[src/rtl/not_impl.sv]
// Negated implication (a AND NOT b) with a registered copy and a saturating hit counter.
// Comb path: zero latency. Registered path: 1 cycle. No backpressure; accepts every cycle.
module not_impl #(
    parameter int WIDTH = 1,
    parameter int CNT_W = 16
) (
    input  logic             clk,
    input  logic             rst,
    input  logic [WIDTH-1:0] a,
    input  logic [WIDTH-1:0] b,
    input  logic             in_valid,
    output logic [WIDTH-1:0] not_c,
    output logic [WIDTH-1:0] not_c_q,
    output logic             out_valid,
    output logic [CNT_W-1:0] hit_cnt
);

    localparam logic [CNT_W-1:0] CNT_MAX = '1;

    logic [WIDTH-1:0] not_c_d;
    logic             out_valid_d;
    logic             out_valid_q;
    logic [CNT_W-1:0] hit_cnt_d;
    logic [CNT_W-1:0] hit_cnt_q;

    // Ungated by rst or in_valid so the function stays live during reset.
    assign not_c = a & ~b;

    always_comb begin
        not_c_d     = not_c_q;
        out_valid_d = 1'b0;
        hit_cnt_d   = hit_cnt_q;
        if (in_valid) begin
            not_c_d     = not_c;
            out_valid_d = 1'b1;
            if ((|not_c) && (hit_cnt_q != CNT_MAX)) begin
                hit_cnt_d = hit_cnt_q + CNT_W'(1);
            end
        end
    end

    always_ff @(posedge clk) begin
        if (rst) begin
            not_c_q     <= '0;
            out_valid_q <= 1'b0;
            hit_cnt_q   <= '0;
        end else begin
            not_c_q     <= not_c_d;
            out_valid_q <= out_valid_d;
            hit_cnt_q   <= hit_cnt_d;
        end
    end

    assign out_valid = out_valid_q;
    assign hit_cnt   = hit_cnt_q;

endmodule

[config.mk]
export PLATFORM = sky130hd
export DESIGN_NAME = not_impl
export DESIGN_NICKNAME = d
export VERILOG_FILES = /design/src/rtl/not_impl.sv
export SDC_FILE = /design/constraint.sdc
export NUM_CORES = 1
export LEC_CHECK = 0
export BUFFER_PORTS_ARGS = -buffer_cell sky130_fd_sc_hd__clkbuf_2
export CAP_MARGIN = 20
export CORE_MARGIN = 5
export CORE_UTILIZATION = 50
export DETAILED_ROUTE_END_ITERATION = 16
export PLACE_DENSITY = 0.81
export SLEW_MARGIN = 20
export SYNTH_ARGS = -nofsm -noshare
export SYNTH_HDL_FRONTEND = slang
export SYNTH_SLANG_ARGS = --single-unit
[constraint.sdc]
create_clock -name clk -period 2.6 [get_ports clk]
set_input_delay 0.52 -clock clk [delete_from_list [all_inputs] [get_ports clk]]
set_output_delay 0.52 -clock clk [all_outputs]
set_load 0.02 [all_outputs]
======== Yosys cells after proc, flatten, opt, wreduce, memory -nomap -nowiden ========
Index checks and enable logic that the tools add are counted.
storage, ports and cells
  latch bits .............................. 0
  memory bits (read-only) ................. 0
  memory bits (writable) .................. 0
  memories ................................ 0
  input bits .............................. 5
  bits in registers ....................... 18
cells by class
  add/subtract/negate cells ............... 1
  muxes and demuxes ....................... 1
  bitwise operators ....................... 2
  reduce and logical (&&, ||, !) cells .... 2
  magnitude comparators ................... 0
  shifts and indexed selects .............. 0
  div/mod/pow operators ................... 0
  equality and inequality tests ........... 1
  $mul .................................... 0
operators by type and width
  cell                                            number
  adder 16 x 1 -> 16 bit (second input constant)  1
  inequality test 16 bit (second input constant)  1
  AND reduction 2 bit                             1
  AND 1 bit                                       1
  logical AND 1 bit                               1
  two-way mux 1 bit                               1
  NOT 1 bit                                       1

======== Depth between registers and ports, before layout ========
Gate-level depths: netlist of run 1.
  depth in word-level cells ............... 4
  gate-level depth with buffers ........... 5
  depth with buffers taken out ............ 5

======== Worst setup path after synthesis of run 1 ========
OpenSTA, ideal clock, no wires.
  path kind ............................... reg-to-reg
  start ................................... register hit_cnt_q[0], in the netlist hit_cnt[0]
  end ..................................... register hit_cnt_q[14], in the netlist hit_cnt[14]
  clock period less this slack ............ 2,041 ps
  arrival time ............................ 1,971 ps
  library setup time ...................... 70 ps
  setup slack ............................. 559 ps
  buffers on the path ..................... 0
  stages on the path, launching flop included .. 6
  cell sequence ........................... dfxtp_1 -> ha_1 -> nand4_1 -> or3_1 -> or4_1 -> a21oi_1
on the way
  cells in the longest elaborated chain, start to end .. 3
ends and longest elaborated chain
  item                                                                            RTL line  text
  start: declaration                                                              24        logic [CNT_W-1:0] hit_cnt_q;
  start signal: assignment                                                        50        hit_cnt_q <= hit_cnt_d;
  parallel branches: the longest is 3 deep, another holds adder 16 x 1 -> 16 bit  --
Several ways; the timed one is not identified.
A chain may end at the register's enable or synchronous reset.

======== Worst setup path after layout of run 1 ========
  start ................................... register hit_cnt_q[1], in the netlist hit_cnt[1]
  end ..................................... register hit_cnt_q[14], in the netlist hit_cnt[14]
Same word-level chain as after synthesis.

==> results.md, run 1 <==
- Post-Syn Area: 917 um2
- Cells after synthesis: ~100
- Minimum clock period: 2130 ps
- CTS buffer count: 3
- Number of max-cap violations: 0
- Antenna Diode Count: 0
- Commonest cells post-synth: 18 x dfxtp_1, 11 x a21oi_1, 7 x nand2_1, 7 x or4_1, 6 x o31ai_1
- Num rows: 15
- Antenna-violating nets left: 0
- Reg-to-reg startpoint: hit_cnt[1]$_SDFFE_PP0P_
- Syn Nets: 110
- R2R cell count: 5
- Largest family of logic cells by synthesized area: simple AND/OR/NAND/NOR gates
- Die footprint: 2790 um2
- Setup TNS Final: 0 ps
- Die Wd: roughly 53 um
- Most frequent cell after synthesis: dfxtp_1
- # H-tree levels: 1
- Worst-skew pair later-pin latency: 290 ps
- Overflow after GRT: 0
- Worst IR Drop VDD: 0.293 mV
- GR Util All Layers: 0.165
- Hpwl dp: 1460 um
- Max FO, Critical Path: 6
- RSZ-0062 raised after global routing: no
- Simple-gate share of the synthesized area: 0.340
- CTS root buffer: clkbuf_4
- Rel. slew slack: 0.635
- Layout Nets: 135
- Fmax: 0.469 GHz
- Routed vias/inst: 5.88
- Crit. End Element: flop
- Pwr/cell area: around 410 nW/um2
- Initial DRC count: 16
- Synth warn: 0
- Worst Setup Start Kind: flop
- Yosys top cell by area: dfxtp_1
- Cts hold-fix bufs: 0
- Final Hold Fails: 0
- Area grow syn2layout: 17.5%
- EDFF count, synth: 0
- Mux cell area share after synthesis: 0.0355
- Via count: 894
- Compound-Gate Fraction of Synth Area: 0.183
- Yosys cell types: 33
- Post-synth top area share: 0.393
- Hold endpoint: not_c_q$_SDFFE_PP0P_
- Port buffer count: 23
- Drt drc: 0
- Die height: 52.8 um
- Outcome: complete, no violations
- Overall routed net length: 1950 um
- Ports: 24
- Hold path depth: 2
- Hold Startpoint: not_c_q$_SDFFE_PP0P_
- Clk sinks: 18
- Post-route cell area: 1080 um2
- Core area: 1730 um2
- Synth Flop Type: dfxtp_1
- HP Class: reg -> reg
- Worst-path clk slew: 100 ps
- Routability cong.: slightly below 0.8
- DR pass1 iterations: 4
- Synth top area cells: dfxtp_1 39%, a21oi_1 6.0%, or4_1 5.7%
- Initial Util: 0.531
- Number of antenna violations at the first check in global routing: 0
- R2R setup slack: around 470 ps
- #FFs+latches synth: 18
- R2R Path End: hit_cnt[14]$_SDFFE_PP0P_
- First-pass GRT wire length: 3440 um
- Xor/xnor cell area share of the yosys netlist: 0.00955
- Number of global-route vias before repair: around 820
- Final setup vio count: 0
- # Post-CTS Setup Buffers: 0
- Pleak: 0.392 nW
- CTS max path bufs: 2
- Ys async rst share: 0
- Crit path required time: 2820 ps
- Layout cells sized above 1: 0.252
- Final period util: 0.820
- Post-CTS resize count: 0
- Routed wire per std cell: 12.8 um
- Arrival time at the worst endpoint: 2360 ps
- Crit Path Class: reg -> reg
- Syn Area/Cell: between 8 and 9 um2
- Post-Synth Adder-Cell Area: 0.0136
- CTS tree: done
- Dpl cell area: 1050 um2
- Slew Limit Fails: 0
- Worst Max-Slew Pin Slew: 533 ps
- Largest net degree at the start of global routing: 22
- Worst clock skew: 7.19 ps
- Share of the yosys chip area belonging to registers: 0.393
==> cell usage in the layout (no fill, tap or decap), types with 2 or more instances in the layout <==
cell type   n
nand2b_1    3
nor2b_1     5
o31ai_1     6
o21ai_0     3
or3_1       3
nor4_1      2
mux2_2      2
nand4_1     5
inv_1       2
nand2_1     7
clkbuf_2   23
or4_1       7
and4_1      2
nand3_1     2
and3_1      2
nor3_1      2
dfxtp_1    18
a211oi_1    2
nor2_1      5
a21oi_1    11
clkbuf_4    3
==> worst max-delay path, cell delays in order, from the launching register on <==
cell,delay (ps)
dfxtp_1,440
ha_1,300
nand4_1,210
or3_1,470
or4_1,500
a21oi_1,140
==> kinds of logic (layout without fill, tap and decap cells) <==
| kind of cell | count (synthesis) | after routing |
|---|---|---|
| fa+ha+maj | 1 | 1 |
| flops | 18 | 18 |
| buf+inv | 6 | 29 |
| compound gates | 26 | 26 |
| mux | 3 | 3 |
| xor+xnor | 1 | 1 |
| simple gates | 49 | 49 |
==> report_power, final <==
| part | total, mW | internal, mW | switching, mW | leakage [nW] |
|---|---|---|---|---|
| clock network | 0.132 | 0.0538 | 0.0783 | 0.0138 |
| registers | 0.280 | 0.278 | 0.00222 | 0.145 |
| logic | 0.0268 | 0.0103 | 0.0165 | 0.233 |
==> layout make-up <==
| class | instances | area, um2 |
|---|---|---|
| Fill cell | 169 | 649 |
| Inverter | 2 | 7.51 |
| Sequential cell | 18 | 360 |
| Tap cell | 25 | 31.3 |
| Multi-Input combinational cell | 80 | 533 |
| Clock buffer | 3 | 22.5 |
| Timing Repair Buffer | 24 | 123 |
==> stage by stage <==
step           total power [mW]  utilization  hold WS, ps  setup WS (ps)  std cells
6_report                  0.439        0.624          486            467        152
5_1_grt                   0.460        0.624          502            273        152
4_1_cts                   0.444        0.624          486            479        152
3_5_place_dp              0.314        0.611          471            407        149
3_3_place_gp              0.313        0.611          467            462        149
2_1_floorplan             0.303            -          547            559        104
==> metal layers <==
layer	wire length (um)	up-vias	part of all wire	GRT usage
li1	-	446	-	-
met1	904	419	0.46	0.201
met2	920	25	0.47	0.279
met3	92	4	0.047	0.0285
met4	30	0	0.015	0.0766
met5	0	-	0	0
==> worst max-delay path by stage <==
stage	start	end	slack, ps	cells past startpoint
floorplan	hit_cnt[0]$_SDFFE_PP0P_	hit_cnt[14]$_SDFFE_PP0P_	560	5
global placement	b	hit_cnt[13]$_SDFFE_PP0P_	460	5
detailed placement	b	hit_cnt[15]$_SDFFE_PP0P_	410	5
CTS	hit_cnt[0]$_SDFFE_PP0P_	hit_cnt[14]$_SDFFE_PP0P_	480	5
global route	hit_cnt[0]$_SDFFE_PP0P_	hit_cnt[14]$_SDFFE_PP0P_	270	5
finish	hit_cnt[1]$_SDFFE_PP0P_	hit_cnt[14]$_SDFFE_PP0P_	470	5
==> sequential cells by signal (all words and copies together) (netlist names) <==
register and cells:
hit_cnt 16, not_c_q 1, out_valid 1
Note: power is estimated with default switching activity, not from simulation.
==> inputs of run 2 (changes only) <==
--- a/config.mk
+++ b/config.mk
@@ -8,9 +8,9 @@
 export BUFFER_PORTS_ARGS = -buffer_cell sky130_fd_sc_hd__clkbuf_2
 export CAP_MARGIN = 20
 export CORE_MARGIN = 5
-export CORE_UTILIZATION = 50
+export CORE_UTILIZATION = 45
 export DETAILED_ROUTE_END_ITERATION = 16
-export PLACE_DENSITY = 0.81
+export PLACE_DENSITY = 0.77
 export SLEW_MARGIN = 20
 export SYNTH_ARGS = -nofsm -noshare
 export SYNTH_HDL_FRONTEND = slang
==> constraint.sdc (replaced) <==
create_clock -name clk -period 1.9 [get_ports clk]
set_input_delay 0.38 -clock clk [delete_from_list [all_inputs] [get_ports clk]]
set_output_delay 0.38 -clock clk [all_outputs]
set_load 0.02 [all_outputs]
==> results.md, run 2 (synthesized netlist as in run 1, its figures left out) <==
- Post-route cell area: 1190 um2 (+10%)
- Number of placed instances, taps included: 163 (+9.4%)
- Worst clock skew: 0.549 ps (-6.64 ps)
- Minimum clock period: 1810 ps (-327 ps)
- Fill cells: 190 (+12%)
- Overall routed net length: 2240 um (+15%)
- Initial Util: 0.467 (-0.0637)
- Die height: 55.1 um (+4.4%)
- Critical Path, Cell by Cell: ha_2, nand4_1, or3_1, or4_1, a21oi_1
- Largest net degree at the start of global routing: 22 (unchanged)
- Via count: 968 (+8.3%)
- Routed wire per std cell: 13.5 um (+5.1%)
- CP Buf/Inv Count: 0 (unchanged)
- Number of global-route vias before repair: 901 (+9.6%)
- CTS root buffer: clkbuf_4
- Crit. End Element: flop
- Core area: 1960 um2 (+14%)
- Initial DRC count: 28 (+12)
- Number of max-cap violations: 0 (unchanged)
- Num rows: 16 (+1)
- Max FO, Critical Path: 7 (+1)
- Fmax: 0.554 GHz (+18%)
- Setup TNS Final: 0 ps (unchanged)
- # H-tree levels: 1 (unchanged)
- Die Wd: 55.1 um (+4.4%)
- GR Util All Layers: 0.164 (-0.000849)
- HP Class: in -> reg
- CTS tree: done
- Worst-skew pair later-pin latency: 290 ps (about the same)
- Slew Limit Fails: 0 (unchanged)
- Routability cong.: 0.862 (+8.4%)
- Dpl cell area: 1150 um2 (+9.4%)
- Area grow syn2layout: 29.5%
- Crit Path Class: reg -> reg
- Worst Setup Start Kind: flop
- Max reg flops: 16 (unchanged)
- # Post-CTS Setup Buffers: 0 (unchanged)
- Port buffer count: 23 (unchanged)
- Final setup vio count: 0 (unchanged)
- Crit path required time: 2120 ps (-700 ps)
- First-pass GRT wire length: 3710 um (+8.0%)
- Post-CTS resize count: 0 (unchanged)
- CP delay by family, top: simple AND/OR/NAND/NOR gates
- Number of antenna violations at the first check in global routing: 0 (unchanged)
- CTS buffer count: 3 (unchanged)
- Rel. slew slack: 0.639 (+0.00372)
- CTS max path bufs: 2 (unchanged)
- DR pass1 iterations: 4 (unchanged)
- Arrival time at the worst endpoint: 2030 ps (-330 ps)
- Overflow after GRT: 0 (unchanged)
- Layout cells sized above 1: 0.367 (+0.115)
- Ports: 24 (unchanged)
- Worst IR Drop VDD: 0.386 mV (+32%)
- Pleak: 0.453 nW (+15%)
- Final Hold Fails: 0 (unchanged)
- Clk sinks: 18 (unchanged)
- Routed vias/inst: 5.83 (-0.85%)
- Footprint of the multi-input gates: 539 um2 (+1.2%)
- Final period util: 0.950 (+0.130)
- Cts hold-fix bufs: 0 (unchanged)
- Worst-path clk slew: 90 ps (about the same)
- Register Area: 372 um2 (+3.1%)
- Hpwl dp: 1660 um (+13%)
- Die footprint: 3040 um2 (+9.0%)
- Crit-path max cell delay: 480 ps (-20 ps)
- Most frequent cells in the layout: 23 x clkbuf_2, 13 x dfxtp_1, 13 x buf_4
- Layout Nets: 147 (+8.9%)
- Commonest non-fill, non-tap cell in the layout: clkbuf_2
- Worst Max-Slew Pin Slew: 528 ps (-5.44 ps)
- Drt drc: 0 (unchanged)
- Layout Cells excl Fill: 166 (+9.2%)
- Antenna-violating nets left: 0 (unchanged)
- Pwr/cell area: 512 nW/um2 (+26%)
- Antenna Diode Count: 0 (unchanged)
- Outcome: complete, no violations
- CP max-delay cell: or4_1
-- run 2: changes by cell type in the layout (fill, tap and decap cells not counted), moves of 2 or more --
cell     before  now
dfxtp_4       0    2
dfxtp_2       0    3
dfxtp_1      18   13
buf_4         1   13
-- run 2: layout make-up --
cell class                 count  area share
multi-input combinational     80       0.454
sequential                    18       0.313
timing repair buffer          36       0.179
tap                           27      0.0285
clock buffer                   3      0.0190
inverter                       2     0.00632
-- run 2: tightest hold or removal path: cells and delay by family --
family                 cells  cell delay (ps)
and+or+nand+nor            1              100
buffers and inverters      2              240
-- run 2: where the power goes --
group / internal, mW / switching, mW / total, mW
Combinational: 0.0187 / 0.0247 / 0.0434
Sequential: 0.378 / 0.00321 / 0.381
Clock: 0.0737 / 0.109 / 0.183
-- run 2: path summary, 6_finish.rpt --
path | from | to | slack (ps) | depth (start not counted)
hold reg to reg | hit_cnt[4]$_SDFFE_PP0P_ | hit_cnt[4]$_SDFFE_PP0P_ | 480 | 1
hold / removal | in_valid | out_valid$_SDFF_PP0_ | 460 | 3
setup reg to reg | hit_cnt[0]$_SDFFE_PP0P_ | hit_cnt[14]$_SDFFE_PP0P_ | 90 | 5
setup / recovery | hit_cnt[0]$_SDFFE_PP0P_ | hit_cnt[14]$_SDFFE_PP0P_ | 90 | 5
-- run 2: metal layers --
metal,up-vias,share of wire,GRT usage,routed length (um)
met2,25,0.49,0.285,1080
met5,-,0,0,0
met1,460,0.46,0.202,1020
li1,478,-,-,-
met3,5,0.043,0.0268,95
met4,0,0.014,0.0607,32
-- run 2: metrics by stage --
step | power [mW] | worst slack (ps) | hold WS (ps) | utilization
floorplan | 0.416 | -4.53 | 508 | -
global placement | 0.435 | -27.6 | 463 | 0.588
detailed placement | 0.436 | -100 | 494 | 0.588
CTS | 0.620 | 35.8 | 461 | 0.599
global route | 0.636 | -13.7 | 510 | 0.605
finish | 0.608 | 94.2 | 460 | 0.605
